### src/rtl/dfp_arbiter_if.sv
// rtl/dfp_arbiter_if.sv - cache-line dfp bus: cache/adaptor side is master, arbiter side is slave
interface dfp_arbiter_if #(
  parameter int ADDR_W = 32,
  parameter int LINE_W = 256
);
  logic [ADDR_W-1:0] addr;
  logic              read;
  logic              write;
  logic [LINE_W-1:0] wdata;
  logic [LINE_W-1:0] rdata;
  logic              resp;

  // Request issuer: drives address/op/write line, receives the read line and completion
  modport master (
    output addr, read, write, wdata,
    input  rdata, resp
  );

  // Request server: sees address/op/write line, returns the read line and completion
  modport slave (
    input  addr, read, write, wdata,
    output rdata, resp
  );
endinterface

### src/rtl/dfp_arbiter.sv
// rtl/dfp_arbiter.sv - shares one cache-line memory adaptor between icache and dcache
module dfp_arbiter #(
  parameter int LINE_W     = 256,
  parameter int ADDR_W     = 32,
  parameter int STARVE_MAX = 4
) (
  input  logic          clk,
  input  logic          rst,
  dfp_arbiter_if.slave  i_dfp,
  dfp_arbiter_if.slave  d_dfp,
  dfp_arbiter_if.master mem
);

  localparam int SW = $clog2(STARVE_MAX + 1);
  localparam logic [SW-1:0] STARVE_LIM = SW'(STARVE_MAX);

  typedef enum logic [1:0] {
    IDLE    = 2'd0,
    GRANT_I = 2'd1,
    GRANT_D = 2'd2
  } state_e;

  state_e            state_q, state_d;
  logic [ADDR_W-1:0] addr_q, addr_d;
  logic [LINE_W-1:0] wdata_q, wdata_d;
  logic              read_q, read_d;
  logic              write_q, write_d;
  logic [SW-1:0]     starve_q, starve_d;

  logic i_req;
  logic d_req;
  logic d_wins;

  // The icache never writes, so its write/wdata lines carry nothing we use
  logic unused_ok;
  assign unused_ok = ^{i_dfp.write, i_dfp.wdata};

  assign i_req = i_dfp.read;
  assign d_req = d_dfp.read | d_dfp.write;
  // D has default priority unless I has already waited through STARVE_MAX D grants
  assign d_wins = d_req && (!i_req || (starve_q < STARVE_LIM));

  // State, latched request and starvation counter registers
  always_ff @(posedge clk) begin
    if (rst) begin
      state_q  <= IDLE;
      addr_q   <= '0;
      wdata_q  <= '0;
      read_q   <= 1'b0;
      write_q  <= 1'b0;
      starve_q <= '0;
    end else begin
      state_q  <= state_d;
      addr_q   <= addr_d;
      wdata_q  <= wdata_d;
      read_q   <= read_d;
      write_q  <= write_d;
      starve_q <= starve_d;
    end
  end

  // Request selection, latching on grant, adaptor drive and response steering
  always_comb begin
    state_d  = state_q;
    addr_d   = addr_q;
    wdata_d  = wdata_q;
    read_d   = read_q;
    write_d  = write_q;
    starve_d = starve_q;

    mem.addr    = '0;
    mem.read    = 1'b0;
    mem.write   = 1'b0;
    mem.wdata   = '0;
    i_dfp.rdata = '0;
    i_dfp.resp  = 1'b0;
    d_dfp.rdata = '0;
    d_dfp.resp  = 1'b0;

    unique case (state_q)
      IDLE: begin
        // Adaptor sees no request here, so a response can never restart a stale op
        if (d_wins) begin
          state_d = GRANT_D;
          addr_d  = d_dfp.addr;
          write_d = d_dfp.write;
          read_d  = !d_dfp.write;
          wdata_d = d_dfp.wdata;
          if (i_req) begin
            starve_d = (starve_q == STARVE_LIM) ? STARVE_LIM : starve_q + 1'b1;
          end else begin
            starve_d = '0;
          end
        end else if (i_req) begin
          state_d  = GRANT_I;
          addr_d   = i_dfp.addr;
          write_d  = 1'b0;
          read_d   = 1'b1;
          wdata_d  = '0;
          starve_d = '0;
        end
      end

      GRANT_I: begin
        mem.addr  = addr_q;
        mem.read  = read_q;
        mem.write = write_q;
        mem.wdata = wdata_q;
        if (mem.resp) begin
          i_dfp.resp  = 1'b1;
          i_dfp.rdata = mem.rdata;
          state_d     = IDLE;
        end
      end

      GRANT_D: begin
        mem.addr  = addr_q;
        mem.read  = read_q;
        mem.write = write_q;
        mem.wdata = wdata_q;
        if (mem.resp) begin
          d_dfp.resp  = 1'b1;
          d_dfp.rdata = mem.rdata;
          state_d     = IDLE;
        end
      end

      default: begin
        state_d = IDLE;
      end
    endcase
  end

  // A dcache asking for read and write together is a dcache bug; it is served as a write
  assert property (@(posedge clk) disable iff (rst) !(d_dfp.read && d_dfp.write));

  // The adaptor must only complete a transaction the arbiter actually issued
  assert property (@(posedge clk) disable iff (rst) !((state_q == IDLE) && mem.resp));

endmodule

### src/flat_wrapper.sv
// flat-port wrapper written by rule: the top's interface ports become plain ports
module dfp_arbiter_flat 
#(
  parameter int LINE_W     = 256,
  parameter int ADDR_W     = 32,
  parameter int STARVE_MAX = 4
)
  (clk, rst, i_dfp_addr, i_dfp_read, i_dfp_write, i_dfp_wdata, i_dfp_rdata, i_dfp_resp, d_dfp_addr, d_dfp_read, d_dfp_write, d_dfp_wdata, d_dfp_rdata, d_dfp_resp, mem_addr, mem_read, mem_write, mem_wdata, mem_rdata, mem_resp);
  dfp_arbiter_if #(.ADDR_W(ADDR_W), .LINE_W(LINE_W)) i_dfp_i ();
  dfp_arbiter_if #(.ADDR_W(ADDR_W), .LINE_W(LINE_W)) d_dfp_i ();
  dfp_arbiter_if #(.ADDR_W(ADDR_W), .LINE_W(LINE_W)) mem_i ();
  input  logic clk;
  input  logic rst;
  input wire logic [$bits(i_dfp_i.addr)-1:0] i_dfp_addr;
  input wire logic [$bits(i_dfp_i.read)-1:0] i_dfp_read;
  input wire logic [$bits(i_dfp_i.write)-1:0] i_dfp_write;
  input wire logic [$bits(i_dfp_i.wdata)-1:0] i_dfp_wdata;
  output wire logic [$bits(i_dfp_i.rdata)-1:0] i_dfp_rdata;
  output wire logic [$bits(i_dfp_i.resp)-1:0] i_dfp_resp;
  input wire logic [$bits(d_dfp_i.addr)-1:0] d_dfp_addr;
  input wire logic [$bits(d_dfp_i.read)-1:0] d_dfp_read;
  input wire logic [$bits(d_dfp_i.write)-1:0] d_dfp_write;
  input wire logic [$bits(d_dfp_i.wdata)-1:0] d_dfp_wdata;
  output wire logic [$bits(d_dfp_i.rdata)-1:0] d_dfp_rdata;
  output wire logic [$bits(d_dfp_i.resp)-1:0] d_dfp_resp;
  output wire logic [$bits(mem_i.addr)-1:0] mem_addr;
  output wire logic [$bits(mem_i.read)-1:0] mem_read;
  output wire logic [$bits(mem_i.write)-1:0] mem_write;
  output wire logic [$bits(mem_i.wdata)-1:0] mem_wdata;
  input wire logic [$bits(mem_i.rdata)-1:0] mem_rdata;
  input wire logic [$bits(mem_i.resp)-1:0] mem_resp;
  assign i_dfp_i.addr = i_dfp_addr;
  assign i_dfp_i.read = i_dfp_read;
  assign i_dfp_i.write = i_dfp_write;
  assign i_dfp_i.wdata = i_dfp_wdata;
  assign i_dfp_rdata = i_dfp_i.rdata;
  assign i_dfp_resp = i_dfp_i.resp;
  assign d_dfp_i.addr = d_dfp_addr;
  assign d_dfp_i.read = d_dfp_read;
  assign d_dfp_i.write = d_dfp_write;
  assign d_dfp_i.wdata = d_dfp_wdata;
  assign d_dfp_rdata = d_dfp_i.rdata;
  assign d_dfp_resp = d_dfp_i.resp;
  assign mem_addr = mem_i.addr;
  assign mem_read = mem_i.read;
  assign mem_write = mem_i.write;
  assign mem_wdata = mem_i.wdata;
  assign mem_i.rdata = mem_rdata;
  assign mem_i.resp = mem_resp;
  dfp_arbiter #(.LINE_W(LINE_W), .ADDR_W(ADDR_W), .STARVE_MAX(STARVE_MAX)) u_core (.clk(clk), .rst(rst), .i_dfp(i_dfp_i), .d_dfp(d_dfp_i), .mem(mem_i));
endmodule
### config.mk
export PLATFORM = sky130hd
export DESIGN_NAME = dfp_arbiter_flat
export DESIGN_NICKNAME = d
export VERILOG_FILES = /design/src/rtl/dfp_arbiter_if.sv /design/src/rtl/dfp_arbiter.sv /design/src/flat_wrapper.sv
export SDC_FILE = /design/constraint.sdc
export NUM_CORES = 1
export LEC_CHECK = 0
export ABC_AREA = 1
export CORE_AREA = 5 5 643 645
export DETAILED_ROUTE_END_ITERATION = 8
export DIE_AREA = 0 0 648 650
export PLACE_DENSITY_LB_ADDON = 0.1
export RECOVER_POWER = 25
export SLEW_MARGIN = 20
export SYNTH_ARGS = -nofsm -noshare
export SYNTH_HDL_FRONTEND = slang
export SYNTH_SLANG_ARGS = --single-unit
export TNS_END_PERCENT = 30
### constraint.sdc
create_clock -name clk -period 2.2 [get_ports clk]
set_clock_uncertainty 0.15 [all_clocks]
set_input_delay 0.22 -clock clk [delete_from_list [all_inputs] [get_ports clk]]
set_output_delay 0.22 -clock clk [all_outputs]
set_load 0.01 [all_outputs]
==> results.json, run 1 <==
{
  "status": "finished with violations",
  "violations": "setup timing",
  "synth_area_leader_cell": "dfxtp_1",
  "dpl.hpwl_um": 187000,
  "critPathArrivalTime_ns": 2.47,
  "path_clk_slew_ns": 0.06,
  "ys_seq_elements": 295,
  "setup-tns-final_ns": -338.44,
  "seq_power_share_pct": 26.5,
  "setup.worst_path.class": "flop to output pin",
  "relSlewSlack_pct": 50.7,
  "crit_chain": "inv_4, ha_4, nand2_8, buf_16, buf_16, buf_8, buf_16, buf_8, buf_6, nor2_4, buf_6",
  "cts_sinks": 295,
  "min_path_type": "input pin to flop",
  "ys_top_cells_by_area": "dfxtp_1 (36%), nand2_1 (20%), nor2_1 (14%), inv_1 (14%), a21oi_1 (8.0%)",
  "min_period_ns": 2.84,
  "vias_per_cell": 2.47,
  "die_w_um": 648,
  "p_sw_share_pct": 35.3,
  "pwr-share-comb_pct": 37.5,
  "final_common_cell": "nand2_1",
  "core_area_um2": 408000,
  "syn_nets": 3733,
  "synth_compound_area_share_pct": 9.12,
  "synthCells": 2889,
  "die_y_um": 650,
  "synth.distinct_cells": 18,
  "fin_util_pct": 11.1,
  "h-tree-depth": 2,
  "fin_ws_ns": -0.640,
  "avgSynthCellArea_um2": 5.63,
  "drc": 0,
  "layout_common_cells": "nand2_1 (853), clkdlybuf4s50_1 (610), inv_1 (551)",
  "rsz0062_at_grt": "yes",
  "worst-path-buf-inv": 8,
  "start_kind": "flop",
  "p_sw_mw": 8.33,
  "gp_congestion": 0.815,
  "cp-startpoint": "u_core.state_q[0]",
  "die_area_um2": 421000,
  "grt_first_pass_wirelength_um": 283000,
  "clockBufferDepth": 3,
  "insertion_delay_ns": 0.68,
  "vias": 25416,
  "peakVddDrop_mv": 0.498,
  "r2r_setup_slack_ns": -0.06,
  "synthToLayoutAreaGrowth_pct": 178,
  "powerDensity_nw_per_um2": 521,
  "drive_gt1_share_pct": 24.4,
  "worst_slew_pin_slew_ns": 0.740,
  "ioPinCount": 1643,
  "netlist.area_leader.share_pct": 36.3,
  "r2r_start": "u_core.state_q[1]",
  "ant_nets": 0,
  "wl_per_cell_um": 21.9,
  "leakage_nw": 23.2,
  "synth_top_family_by_area": "simple AND/OR/NAND/NOR gates",
  "cts-root-buf": "clkbuf_16",
  "hp-start": "d_dfp_wdata[11]",
  "drt_iter0_markers": 791,
  "drv_slew": 0,
  "syn_area_um2": 16300,
  "synth_mux_area_share_pct": 0,
  "io_buffers": 1385,
  "dr.pass1.iters": 4,
  "clkPwrFrac_pct": 36.0,
  "timing.final.crit_share_pct": 129,
  "synth-adder-area-share_pct": 0.384,
  "nFillCells": 47758,
  "antenna_found_initial": 171,
  "grt_use_total_pct": 10.1,
  "rows": 235,
  "path_common_cell": "buf_16",
  "setup_violations": 824,
  "fmax_ghz": 0.352,
  "yosys.area_share.simple_pct": 34.9,
  "slowest_stage": "dfxtp_4",
  "cp-end-kind": "output pin",
  "overflow": 0,
  "required_ns": 1.83,
  "seq_area_frac_synth_pct": 36.3,
  "intPower_mw": 15.2,
  "maxCapViolations": 0,
  "critical_path.top_delay_family": "buffers and inverters",
  "synth_xor_area_share_pct": 0,
  "nets": 5597,
  "critical_path_peak_fanout": 5,
  "finalHoldViolCount": 0,
  "initial_utilization_pct": 3.99,
  "cts_buffers": 51,
  "grt_max_degree": 113,
  "drt_wl_total_um": 225000,
  "cts_tree": "built",
  "yosys_warnings": 0,
  "holdWs_ns": 0.0792,
  "grt_pass1_vias": 26752,
  "critPathMaxStageDelay_ns": 0.37
}
stage by stage:
stage               power [mW]  std cells  instance area, um^2  setup WS [ns]
floorplan                 8.72       2889                16300          0.446
global placement          13.9       9702                38600         -0.666
detailed placement        13.9       9702                38600         -0.677
CTS                       24.5      10210                44800         -0.984
global route              25.1      10254                45200         -0.770
finish                    23.6      10272                45300         -0.640
cell families after synthesis:
family / after synthesis
AO/OA/AOI/OAI: 295
AND/OR/NAND/NOR: 1509
buffers and inverters: 785
flip-flops: 295
adder cells (fa/ha/maj): 5
power groups by stage:
stage / registers (mW) / logic (mW) / clock network, mW
detailed placement: 6.35 / 7.54 / 0
CTS: 6.25 / 9.14 / 9.10
global placement: 6.36 / 7.58 / 0
floorplan: 6.18 / 2.55 / 0
global route: 6.31 / 9.63 / 9.20
finish: 6.24 / 8.84 / 8.49
final cells by class:
cell class / count / area, um^2 / area share [%]
Timing Repair Buffer: 2001 / 20500 / 45.3
Clock buffer: 79 / 1560 / 3.45
Sequential cell: 295 / 5910 / 13.1
Tap cell: 5451 / 6820 / 15.1
Multi-Input combinational cell: 1809 / 8030 / 17.7
Antenna cell: 29 / 72.6 / 0.160
Clock inverter: 13 / 159 / 0.351
Inverter: 595 / 2240 / 4.94
worst paths after layout:
path | endpoint | depth (start not counted)
setup / recovery | d_dfp_rdata[244] | 11
hold / removal | u_core.wdata_q[11] | 3
setup reg to reg | u_core.wdata_q[24] | 8
hold reg to reg | u_core.wdata_q[126] | 2
synthesized netlist by cell type:
master,number
nor2_2,1
a21oi_1,260
buf_6,11
nand3_1,3
o21ai_0,33
nand2_1,884
nand4_1,2
a21oi_2,1
nand2_2,1
clkbuf_1,125
buf_1,2
o21ai_2,1
inv_1,595
dfxtp_1,295
ha_1,5
buf_2,32
nor2_1,618
buf_4,20
worst reg2reg max path, delay by kind of cell, from the launching register on:
family          cells  cell delay [ns]
buf+inv             4             1.13
fa+ha+maj           1             0.18
flops               1             0.34
compound gates      2             0.25
simple gates        1             0.12
state kept, by name (all words and copies together), names as in the netlist:
signal	cells
u_core.addr_q	32
u_core.read_q	1
u_core.starve_q	3
u_core.state_q	2
u_core.wdata_q	256
u_core.write_q	1
layer usage:
metal | track usage, % | vias to the layer above | routed length, um
met5 | 0 | - | 189
met1 | 9.92 | 11914 | 77800
li1 | - | 12076 | -
met3 | 2.62 | 370 | 13800
met2 | 21.0 | 1024 | 128000
met4 | 1.61 | 32 | 5450
what timing repair did:
action	4_1_cts	5_1_grt
setup endpoints to repair	804	804
hold buffers	276	0
resized for setup	1525	915
buffers inserted	122	41
cloned	27	7
pin swaps	16	14
endpoints found under the hold margin	277	0
Note: power is estimated with default switching activity, not from simulation.
==> run 2, diff against run 1 <==
HOLD_SLACK_MARGIN = 0.12   (was unset)
PLACE_DENSITY_LB_ADDON = unset   (was 0.1)
==> results.json, run 2 (synthesis results as in run 1) <==
{
  "status": "finished with violations",
  "violations": "setup timing",
  "rsz0062_at_grt": "yes",
  "drc": 0,
  "timing.final.crit_share_pct": 132,
  "initial_utilization_pct": 3.99,
  "grt_max_degree": 127,
  "vias_per_cell": 2.62,
  "rr_worst_depth": 9,
  "min_path_type": "input pin to flop",
  "critical_path_peak_fanout": 45,
  "h-tree-depth": 2,
  "relSlewSlack_pct": 30.8,
  "maxCapViolations": 0,
  "cts_sinks": 295,
  "critPathArrivalTime_ns": 2.54,
  "drive_gt1_share_pct": 25.5,
  "peakVddDrop_mv": 0.505,
  "leakage_nw": 21.6,
  "pre_cts_ws_ns": -0.726,
  "clockBufferDepth": 3,
  "dr.pass1.iters": 7,
  "drt_wl_total_um": 282000,
  "powerDensity_nw_per_um2": 494,
  "grt_first_pass_wirelength_um": 330000,
  "min_period_ns": 2.91,
  "finalHoldViolCount": 0,
  "power_mw": 22.9,
  "top_regs": "u_core.wdata_q: 256 flops, u_core.addr_q: 32 flops, u_core.starve_q: 3 flops",
  "grt_use_total_pct": 12.5,
  "cts_tree": "built",
  "die_w_um": 648,
  "die_y_um": 650,
  "cts-root-buf": "clkbuf_16",
  "core_area_um2": 408000,
  "layout_common_cells": "nand2_1 (840), clkdlybuf4s50_1 (679), inv_1 (549)",
  "hp-start": "d_dfp_wdata[36]",
  "ant_nets": 0,
  "r2r_end": "u_core.addr_q[0]",
  "largest_reg_flops": 256,
  "dpl.hpwl_um": 246000,
  "cp-end-kind": "output pin",
  "ioPinCount": 1643,
  "synthToLayoutAreaGrowth_pct": 185,
  "hold_end": "u_core.wdata_q[36]",
  "required_ns": 1.83,
  "worst_slew_pin_slew_ns": 1.04,
  "nets": 5549,
  "r2r_setup_slack_ns": -0.09,
  "fin_ws_ns": -0.714,
  "whs_path_depth": 3,
  "path_clk_slew_ns": 0.07,
  "antenna_found_initial": 254,
  "fmax_ghz": 0.343,
  "setup_violations": 811,
  "cts_buffers": 38,
  "rows": 235,
  "final_common_cell": "nand2_1",
  "io_buffers": 1385,
  "die_area_um2": 421000,
  "place_area_um2": 40200,
  "start_kind": "flop",
  "drv_slew": 0,
  "stdcell_count": 10286,
  "setup.worst_path.class": "flop to output pin",
  "grt_pass1_vias": 25186,
  "gp_congestion": 0.942,
  "vias": 26928,
  "drt_iter0_markers": 2135,
  "regMostFlops": "u_core.wdata_q",
  "insertion_delay_ns": 0.64,
  "final_cell_area_um2": 46400,
  "overflow": 0,
  "placed_cells": 9691,
  "wl_per_cell_um": 27.4,
  "r2r_start": "u_core.state_q[1]"
}
run 2: changes by cell type in the layout (fill, tap and decap cells not counted), sizes merged, moves of 6 or more:
cell	previous run	this run
clkdlybuf4s15	6	42
dlygate4sd2	124	30
clkinv	9	3
clkdlybuf4s50	610	679
dlymetal6s2s	114	35
buf	754	845
diode	29	103
clkbuf	193	112
run 2: area by class of cell:
type / count / area, um^2
fill: 47237 / 361000
timing repair buffer: 1966 / 21800
multi-input combinational: 1809 / 7970
tap: 5451 / 6820
sequential: 295 / 5910
inverter: 595 / 2270
clock buffer: 52 / 1100
antenna: 103 / 258
clock inverter: 15 / 238
run 2: worst max path at each step:
stage	start	endpoint	cells after the start
finish	u_core.state_q[1]	d_dfp_rdata[20]	8
global route	u_core.state_q[0]	mem_wdata[209]	11
CTS	u_core.state_q[0]	mem_wdata[162]	12
detailed placement	mem_resp	d_dfp_rdata[60]	7
global placement	mem_resp	d_dfp_rdata[60]	7
floorplan	u_core.state_q[0]	mem_addr[0]	6
run 2: per-stage QoR:
step,util (%),hold WS (ns),setup TNS (ns)
global placement,9.86,0.298,-262.76
detailed placement,9.86,0.302,-273.82
global route,11.4,0.147,-431.70
CTS,11.1,0.120,-478.96
floorplan,-,0.217,0
finish,11.4,0.153,-341.48
run 2: timing repair:
action,CTS,global route
pin swaps,17,11
buffers inserted,78,61
endpoints found under the setup margin,804,811
gates resized for setup,1048,696
gates cloned,11,12
hold buffers,273,0
hold endpoints to repair,285,0
run 2: report_power, final:
| group | internal [mW] | switching [mW] | total (mW) |
|---|---|---|---|
| clock network | 4.13 | 3.09 | 7.22 |
| logic | 4.51 | 4.94 | 9.45 |
| registers | 5.88 | 0.371 | 6.25 |
run 2: metal layers:
metal	vias to the layer above	wire [um]	track usage [%]
met5	-	786	0
met4	114	17300	6.18
met3	664	40700	7.72
met2	1688	138000	22.1
met1	12433	84900	11.1
li1	12029	-	-
run 2: worst max-delay path, stage by stage, from the launching register on:
cell and delay [ns]:
dfxtp_2 0.35, buf_6 0.10, ha_4 0.12, buf_12 0.11, nand2_8 0.08, buf_4 0.15, buf_12 0.16, nor2_1 0.19
clkdlybuf4s50_1 0.57
